--- src/rtl/jogo_sequencia_param.sv ---
// Memory game: the player replays a run-time loadable sequence of DEPTH words of N bits, one word per jogar press.
// Latency: a jogar edge in cycle E shows acertou/errou in cycle E+2; consecutive words are 3 cycles apart.
// No backpressure: jogar is edge-detected, and sequence writes are dropped while a game is running.
// Optional feature: define TIMEOUT_EN to abort a game after TIMEOUT_CYCLES idle cycles in ESPERA.
module jogo_sequencia_param #(
  parameter int N              = 4,
  parameter int DEPTH          = 16,
  parameter int TIMEOUT_CYCLES = 1000
) (
  input  logic                     clock,
  input  logic                     reset,
  input  logic                     iniciar,
  input  logic                     jogar,
  input  logic [N-1:0]             chaves,
  input  logic                     mem_we,
  input  logic [$clog2(DEPTH)-1:0] mem_addr,
  input  logic [N-1:0]             mem_wdata,
  output logic                     pronto,
  output logic                     acertou,
  output logic                     errou,
  output logic [3:0]               db_estado,
  output logic [$clog2(DEPTH)-1:0] db_contagem,
  output logic [N-1:0]             db_memoria,
  output logic [N-1:0]             db_chaves,
  output logic                     db_igual,
  output logic                     db_timeout
);

  localparam int AW = $clog2(DEPTH);
  localparam logic [AW-1:0] LAST_ADDR = AW'(DEPTH - 1);

  // Reject configurations the game cannot play: a one-word sequence or an empty timeout window.
  if (DEPTH < 2 || TIMEOUT_CYCLES < 1) begin : g_bad_params
    $error("jogo_sequencia_param: DEPTH must be >= 2 and TIMEOUT_CYCLES >= 1");
  end

  // State codes double as the db_estado debug value.
  typedef enum logic [3:0] {
    S_IDLE    = 4'h0,
    S_PREPARA = 4'h1,
    S_ESPERA  = 4'h2,
    S_COMPARA = 4'h4,
    S_PROXIMO = 4'h5,
    S_ACERTOU = 4'hA,
    S_TIMEOUT = 4'hD,
    S_ERROU   = 4'hE
  } estado_t;

  estado_t       r_estado;
  estado_t       w_prox;
  logic [N-1:0]  r_mem [DEPTH];
  logic [AW-1:0] r_cont;
  logic [N-1:0]  r_chaves;
  logic          r_jogar_d;
  logic          w_borda;
  logic          w_igual;
  logic          w_mem_livre;
  logic          w_tmo_fim;

  assign w_borda     = jogar & ~r_jogar_d;
  assign db_memoria  = r_mem[r_cont];
  assign w_igual     = (r_chaves == db_memoria);
  assign db_igual    = w_igual;
  assign db_contagem = r_cont;
  assign db_chaves   = r_chaves;
  assign db_estado   = r_estado;

  // The sequence may only change while no game is in progress.
  assign w_mem_livre = (r_estado == S_IDLE)    || (r_estado == S_ACERTOU) ||
                       (r_estado == S_ERROU)   || (r_estado == S_TIMEOUT);

`ifdef TIMEOUT_EN
  localparam int TW = (TIMEOUT_CYCLES > 1) ? $clog2(TIMEOUT_CYCLES) : 1;
  localparam logic [TW-1:0] TMO_LAST = TW'(TIMEOUT_CYCLES - 1);
  logic [TW-1:0] r_tmo;

  // Count idle ESPERA cycles; held at zero elsewhere so every entry to ESPERA starts a fresh window.
  always_ff @(posedge clock) begin
    if (reset) begin
      r_tmo <= '0;
    end else if (r_estado == S_ESPERA && !w_borda) begin
      r_tmo <= r_tmo + 1'b1;
    end else begin
      r_tmo <= '0;
    end
  end

  // An edge arriving in the expiry cycle still wins.
  assign w_tmo_fim = (r_tmo == TMO_LAST) && !w_borda;
`else
  assign w_tmo_fim = 1'b0;
`endif

  // Sequence storage: no reset, so a loaded sequence survives a mid-game reset; out-of-range addresses are dropped.
  always_ff @(posedge clock) begin
    if (!reset && mem_we && w_mem_livre && (32'(mem_addr) < DEPTH)) begin
      r_mem[mem_addr] <= mem_wdata;
    end
  end

  // State register.
  always_ff @(posedge clock) begin
    if (reset) begin
      r_estado <= S_IDLE;
    end else begin
      r_estado <= w_prox;
    end
  end

  // Datapath: play-edge history, word address and the captured player word.
  always_ff @(posedge clock) begin
    if (reset) begin
      r_jogar_d <= 1'b0;
      r_cont    <= '0;
      r_chaves  <= '0;
    end else begin
      r_jogar_d <= jogar;
      case (r_estado)
        S_PREPARA: begin
          r_cont   <= '0;
          r_chaves <= '0;
        end
        S_ESPERA: begin
          if (w_borda) begin
            r_chaves <= chaves;
          end
        end
        S_PROXIMO: r_cont <= r_cont + 1'b1;
        default:   ;
      endcase
    end
  end

  // Next-state and status outputs; iniciar is ignored while a word is pending.
  always_comb begin
    w_prox     = r_estado;
    pronto     = 1'b0;
    acertou    = 1'b0;
    errou      = 1'b0;
    db_timeout = 1'b0;
    case (r_estado)
      S_IDLE: begin
        if (iniciar) w_prox = S_PREPARA;
      end
      S_PREPARA: w_prox = S_ESPERA;
      S_ESPERA: begin
        if (w_borda)        w_prox = S_COMPARA;
        else if (w_tmo_fim) w_prox = S_TIMEOUT;
      end
      S_COMPARA: begin
        if (!w_igual)                 w_prox = S_ERROU;
        else if (r_cont == LAST_ADDR) w_prox = S_ACERTOU;
        else                          w_prox = S_PROXIMO;
      end
      S_PROXIMO: w_prox = S_ESPERA;
      S_ACERTOU: begin
        pronto  = 1'b1;
        acertou = 1'b1;
        if (iniciar) w_prox = S_PREPARA;
      end
      S_ERROU: begin
        pronto = 1'b1;
        errou  = 1'b1;
        if (iniciar) w_prox = S_PREPARA;
      end
      S_TIMEOUT: begin
        pronto = 1'b1;
        errou  = 1'b1;
`ifdef TIMEOUT_EN
        db_timeout = 1'b1;
`endif
        if (iniciar) w_prox = S_PREPARA;
      end
      default: w_prox = S_IDLE;
    endcase
  end

endmodule

--- config.mk ---
export PLATFORM = sky130hd
export DESIGN_NAME = jogo_sequencia_param
export DESIGN_NICKNAME = d
export VERILOG_FILES = /design/src/rtl/jogo_sequencia_param.sv
export SDC_FILE = /design/constraint.sdc
export NUM_CORES = 1
export LEC_CHECK = 0
export ABC_AREA = 1
export CORE_ASPECT_RATIO = 0.8
export CORE_MARGIN = 2
export CORE_UTILIZATION = 30
export DETAILED_ROUTE_END_ITERATION = 8
export DONT_BUFFER_PORTS = 1
export PLACE_DENSITY = 0.44
export SETUP_SLACK_MARGIN = 0.5
export SYNTH_ARGS = -nofsm -noshare
export SYNTH_HDL_FRONTEND = slang
export SYNTH_SLANG_ARGS = --single-unit
--- constraint.sdc ---
create_clock -name clock -period 3.98 [get_ports clock]
set_input_delay 0.199 -clock clock [delete_from_list [all_inputs] [get_ports clock]]
set_output_delay 0.199 -clock clock [all_outputs]
set_load 0.01 [all_outputs]
**Word-level counts from Yosys, hierarchy flattened**

Memories as Yosys holds them, arrays and structs flattened. A register that Yosys moved wholly into a read port is not among the register bits.
Cells that the tools add are included.

- Memories: 1
- Register bits after elaboration: 13
- Memory bits (writable): 64
- Input port bits: 17

- Eq/ne operators: 11
- Add/sub/neg operators: 1
- Bitwise operators: 2
- Reduce and logical (&&, ||, !) cells: 15
- Multiplexer cells: 15

Memory list:

| name | depth | width | read ports | clocked after memory_dff | write ports | line | source |
|---|---|---|---|---|---|---|---|
| r_mem | 16 | 4 | 1 | 1 | 1 | 51 | `logic [N-1:0] r_mem [DEPTH];` |

Operators by type and width:

| cell | count |
|---|---|
| 4-bit two-way mux | 7 |
| 4-bit equality test (second input constant) | 4 |
| 4-bit one-hot mux with 2 select lines | 2 |
| 4-bit one-hot mux with 4 select lines | 1 |
| 4-bit by 3-bit equality test with 1-bit output (second input constant) | 2 |
| 1-bit two-way mux | 5 |
| 4-bit by 1-bit adder with 4-bit output (second input constant) | 1 |
| 4-bit by 1-bit equality test with 1-bit output (second input constant) | 1 |
| 4-bit by 2-bit equality test with 1-bit output (second input constant) | 1 |
| 4-bit equality test | 1 |
| 4-bit zero test | 1 |
| 2-bit AND reduction | 2 |
| 2-bit nonzero test | 2 |
| 2-bit OR reduction | 2 |
| 4-bit OR reduction | 1 |
| 1-bit logical OR | 3 |
| 3-bit OR reduction | 1 |
| 1-bit logical AND | 2 |
| 2-bit by 1-bit != test with 1-bit output (second input constant) | 1 |
| 2-bit != test (second input constant) | 1 |
| 1-bit AND | 1 |
| 1-bit zero test | 1 |
| 1-bit inverter | 1 |

**Logic depth before layout (Yosys ltp)**

- Word-level depth: 7
- Depth in mapped cells: 18

**Least setup slack after synthesis**

No wires, ideal clock.

- Kind: register to register
- Start point: reg r_estado[0], in the netlist db_estado[0]
- End point: mem r_mem[10][0] (enable)
- Period minus slack after synthesis: 1780 ps
- Setup slack: 2200 ps
- Arrival time: 1451 ps
- Cell stages (with the launch flop): 10
- Cells stage by stage: dfxtp_1 -> inv_1 -> nor2_1 -> nand3_1 -> nand2_1 -> a31o_2 -> nand3_1 -> inv_1 -> nand3_1 -> nor2_1

- Cells in the longest elaborated chain, start to end: 7

Ends and longest elaborated chain:

| element | line | source |
|---|---|---|
| start, declared | 49 | `estado_t r_estado;` |
| start signal, assigned | 106 | `r_estado <= w_prox;` |
| 4-bit equality test or 4-bit zero test (tied branches) | 69 | `assign w_mem_livre = (r_estado == S_IDLE) \|\| (r_estado == S_ACERTOU) \|\|` |
| 1-bit logical OR (2 in series) | 69 |  |
| 1-bit logical OR * | 70 | `(r_estado == S_ERROU) \|\| (r_estado == S_TIMEOUT);` |
| 1-bit logical AND * | 96 | `if (!reset && mem_we && w_mem_livre && (32'(mem_addr) < DEPTH)) begin` |
| 1-bit two-way mux * | 96 |  |
| 1-bit two-way mux (implied by the code) * | 97 | `r_mem[mem_addr] <= mem_wdata;` |
| end, declared | 51 |  |

Mark *: on every way between the ends. The rest lies on a longest branch, timed or not.

==> run_summary.xml <==
<?xml version="1.0" encoding="UTF-8"?>
<metrics>
  <group name="sta">
    <metric name="timing.max_slew.rel_slack" unit="%">51.5</metric>
    <metric name="final.min_clock_period" unit="ns">2.59</metric>
    <metric name="setup_viol" unit="">0</metric>
    <metric name="clock_skew" unit="ns">0.00461</metric>
    <metric name="finalHoldViolCount" unit="">0</metric>
    <metric name="fmax" unit="MHz">386</metric>
    <metric name="tightestPinTransition" unit="ns">0.725</metric>
    <metric name="finalMaxSlewViolations" unit="">0</metric>
    <metric name="finalCritPeriodShare" unit="%">65.1</metric>
    <metric name="final_tns_setup" unit="ns">0</metric>
    <metric name="unrepaired_setup_endpoints_after_global_routing" unit="">no</metric>
    <metric name="postLayoutSetupSlackWorst" unit="ns">1.39</metric>
  </group>
  <group name="final_layout">
    <metric name="number_of_antenna_cells_inserted" unit="">0</metric>
    <metric name="multiInputGateArea" unit="um^2">1050</metric>
    <metric name="mostFrequentLayoutCell" unit="">nand2_1</metric>
    <metric name="mostFrequentLayoutCells" unit="">nand2_1 (115), edfxtp_1 (64), inv_1 (59), nand3_1 (48), nor2_1 (32)</metric>
    <metric name="ff_latch_area" unit="um^2">2260</metric>
    <metric name="num-nets-final" unit="">413</metric>
    <metric name="syn_to_layout_area_delta" unit="%">12.9</metric>
    <metric name="final_design_area_no_fill" unit="um^2">4120</metric>
    <metric name="post_route_cells_drive_above_1_share" unit="%">6.75</metric>
    <metric name="fill_cells" unit="">1198</metric>
    <metric name="layout.core_utilization" unit="%">35.2</metric>
    <metric name="stdcell_count" unit="">548</metric>
  </group>
  <group name="route">
    <metric name="drc" unit="">0</metric>
    <metric name="num_vias" unit="">2575</metric>
    <metric name="avgViaCountPerCell" unit="">4.70</metric>
    <metric name="drtIter0Drc" unit="">215</metric>
    <metric name="routed_wirelength" unit="um">9130</metric>
    <metric name="first_pass_iters" unit="">4</metric>
    <metric name="postRouteAntennaNets" unit="">0</metric>
    <metric name="avgRoutedWirePerCell" unit="um">16.7</metric>
  </group>
  <group name="cts">
    <metric name="post_cts.repair.setup_buffers" unit="">0</metric>
    <metric name="clkSlewWorstSetupHoldPaths" unit="ns">0.06</metric>
    <metric name="clock-sinks" unit="">81</metric>
    <metric name="clk_root_buffer_cell" unit="">clkbuf_16</metric>
    <metric name="cts.htree.levels" unit="">3</metric>
    <metric name="cts_tree" unit="">done</metric>
    <metric name="clock_latency" unit="ns">0.34</metric>
    <metric name="number_of_buffers_between_clock_root_and_the_deepest_sink" unit="">2</metric>
    <metric name="cts-buffers-inserted" unit="">9</metric>
  </group>
  <group name="place">
    <metric name="place.port_buffers" unit="">0</metric>
    <metric name="placement_cell_area" unit="um^2">3740</metric>
    <metric name="place.gp.congestion" unit="">0.859</metric>
    <metric name="dp_hpwl" unit="um">6670</metric>
    <metric name="place_inst" unit="">526</metric>
    <metric name="post-place-ws" unit="ns">1.52</metric>
  </group>
  <group name="grt">
    <metric name="grt_first_pass_wirelength" unit="um">13900</metric>
    <metric name="overflow" unit="">0</metric>
    <metric name="maximum_number_of_pins_on_one_net_before_global_route_repair" unit="">32</metric>
    <metric name="globalRouteTotalUtil" unit="%">14.7</metric>
    <metric name="grt_pass1_vias" unit="">2444</metric>
    <metric name="antenna_found_initial" unit="">0</metric>
  </group>
  <group name="worst_setup_path">
    <metric name="worstPathMaxFanout" unit="">20</metric>
    <metric name="worst_setup_path_end_kind" unit="">output pin</metric>
    <metric name="timing.setup.critical_path_class" unit="">reg -&gt; out</metric>
    <metric name="worst_ep_arrival_time" unit="ns">2.39</metric>
    <metric name="critical_path_required" unit="ns">3.78</metric>
    <metric name="worst_setup_path_start_kind" unit="">flip-flop</metric>
  </group>
  <group name="logic_synthesis">
    <metric name="ys_ff_latch" unit="">81</metric>
    <metric name="synthDominantAreaCellType" unit="">edfxtp_1</metric>
    <metric name="netlist.area_leader.share" unit="%">52.7</metric>
    <metric name="syn_nets" unit="">407</metric>
    <metric name="synthesized_area_divided_by_synthesized_cell_count" unit="um^2">9.38</metric>
    <metric name="synth_top_cells_by_area" unit="">edfxtp_1 (53%), nand2_1 (12%), dfxtp_1 (9.3%)</metric>
    <metric name="synth_cells" unit="">389</metric>
    <metric name="synthDistinctLibCells" unit="">27</metric>
    <metric name="netlist_area_pre_place" unit="um^2">3650</metric>
    <metric name="synth_sequential_area_ratio" unit="%">62.0</metric>
    <metric name="synth.yosys.warnings" unit="">0</metric>
  </group>
  <group name="floorplan">
    <metric name="die_height" unit="um">103</metric>
    <metric name="core-area" unit="um^2">11700</metric>
    <metric name="die_width" unit="um">127</metric>
    <metric name="die-area" unit="um^2">13100</metric>
    <metric name="ios" unit="">38</metric>
    <metric name="floorplan.initialDensity" unit="%">31.2</metric>
    <metric name="fp-row-count" unit="">35</metric>
  </group>
  <group name="min_path">
    <metric name="holdCritPathClass" unit="">in -&gt; reg</metric>
  </group>
  <group name="run">
    <metric name="number_of_violations_of_the_max_capacitance_limit" unit="">0</metric>
  </group>
  <group name="power">
    <metric name="p_per_area" unit="nW/um^2">545</metric>
    <metric name="ir_worst_vdd" unit="uV">253</metric>
    <metric name="total_leakage_power" unit="nW">1.66</metric>
  </group>
  <group name="status">
    <metric name="status" unit="">finished clean</metric>
  </group>
</metrics>
[cell usage after synthesis (all sizes together)]
cell type    n
ha           1
nor4         1
nand2      119
nand4        1
a211oi       4
a221oi       1
o211ai       2
nand3       50
buf         11
a21oi       13
conb         1
clkbuf       1
nor2        33
dfxtp       17
o21ai        7
o31ai        1
edfxtp      64
inv         61
a31o         1
[logic make-up (layout without fill, tap and decap cells)]
family,Yosys count,count (layout),share of synthesized area [%]
buffers and inverters,73,84,9.16
AOI/OAI and AO/OA,29,29,4.77
and+or+nand+nor,204,204,23.6
DFF,81,81,62.0
adders and majority gates,1,1,0.343
other,1,1,0.103
[per-layer routing]
metal | share of wire, % | global-route usage [%] | vias to the layer above
li1 | - | - | 1273
met5 | 0 | 0 | -
met1 | 50 | 21.3 | 1229
met3 | 5.5 | 4.41 | 11
met4 | 1.5 | 4.73 | 0
met2 | 43 | 21.1 | 62
[metrics by stage]
| stage | hold slack, ns | total power [mW] |
|---|---|---|
| after floorplan | 0.298 | 1.31 |
| after global placement | 0.264 | 1.39 |
| after detailed placement | 0.265 | 1.39 |
| after CTS | 0.0324 | 2.27 |
| after global routing | 0.0503 | 2.35 |
| final | 0.0489 | 2.25 |
[path summary, 6_finish.rpt]
path                                           startpoint                          end  slack, ns  cells after the start
worst min register to register  db_chaves[1]$_SDFFE_PP0P_    db_chaves[1]$_SDFFE_PP0P_       0.56                      2
worst max register to register                  flip-flop    db_estado[1]$_SDFFE_PP0P_       1.49                     16
worst min-delay path                                reset  db_contagem[3]$_SDFFE_PP0N_       0.05                      3
worst max-delay path                            flip-flop                     db_igual       1.39                     11
[sequential cells by signal, summed over array words and instances (netlist names), named ones only]
| name | count |
|---|---|
| r_mem | 64 |
| db_chaves | 4 |
| db_contagem | 4 |
| r_jogar_d | 1 |
| db_estado | 4 |
[final cells by class]
class / instances / share of cell area, %
clock inverter: 3 / 0.608
inverter: 61 / 5.68
clock buffer: 13 / 7.11
multi-input combinational: 235 / 25.5
timing repair buffer: 7 / 1.64
tap: 148 / 4.50
sequential: 81 / 54.9
[power breakdown]
part,switching (mW),internal [mW],total (mW)
sequential,0.0712,0.959,1.03
clock,0.337,0.520,0.857
combinational,0.246,0.112,0.359
total,0.654,1.59,2.25
[timing repair]
action	in CTS	in global routing
hold endpoints to repair	75	0
resized for setup	0	0
hold buffers	6	0
[worst max-delay path, cell delays in order (launching register included)]
cell and delay, ns:
dfxtp_1 0.69, buf_4 0.35, nand2_1 0.07, nand2_1 0.10, nand2_1 0.05, nand3_1 0.09, nand3_1 0.14, nand2_1 0.20
nand2_1 0.07, nand2_1 0.07, nand2_2 0.07, nor2_4 0.13
No activity file was read; power rests on OpenSTA's default activity.
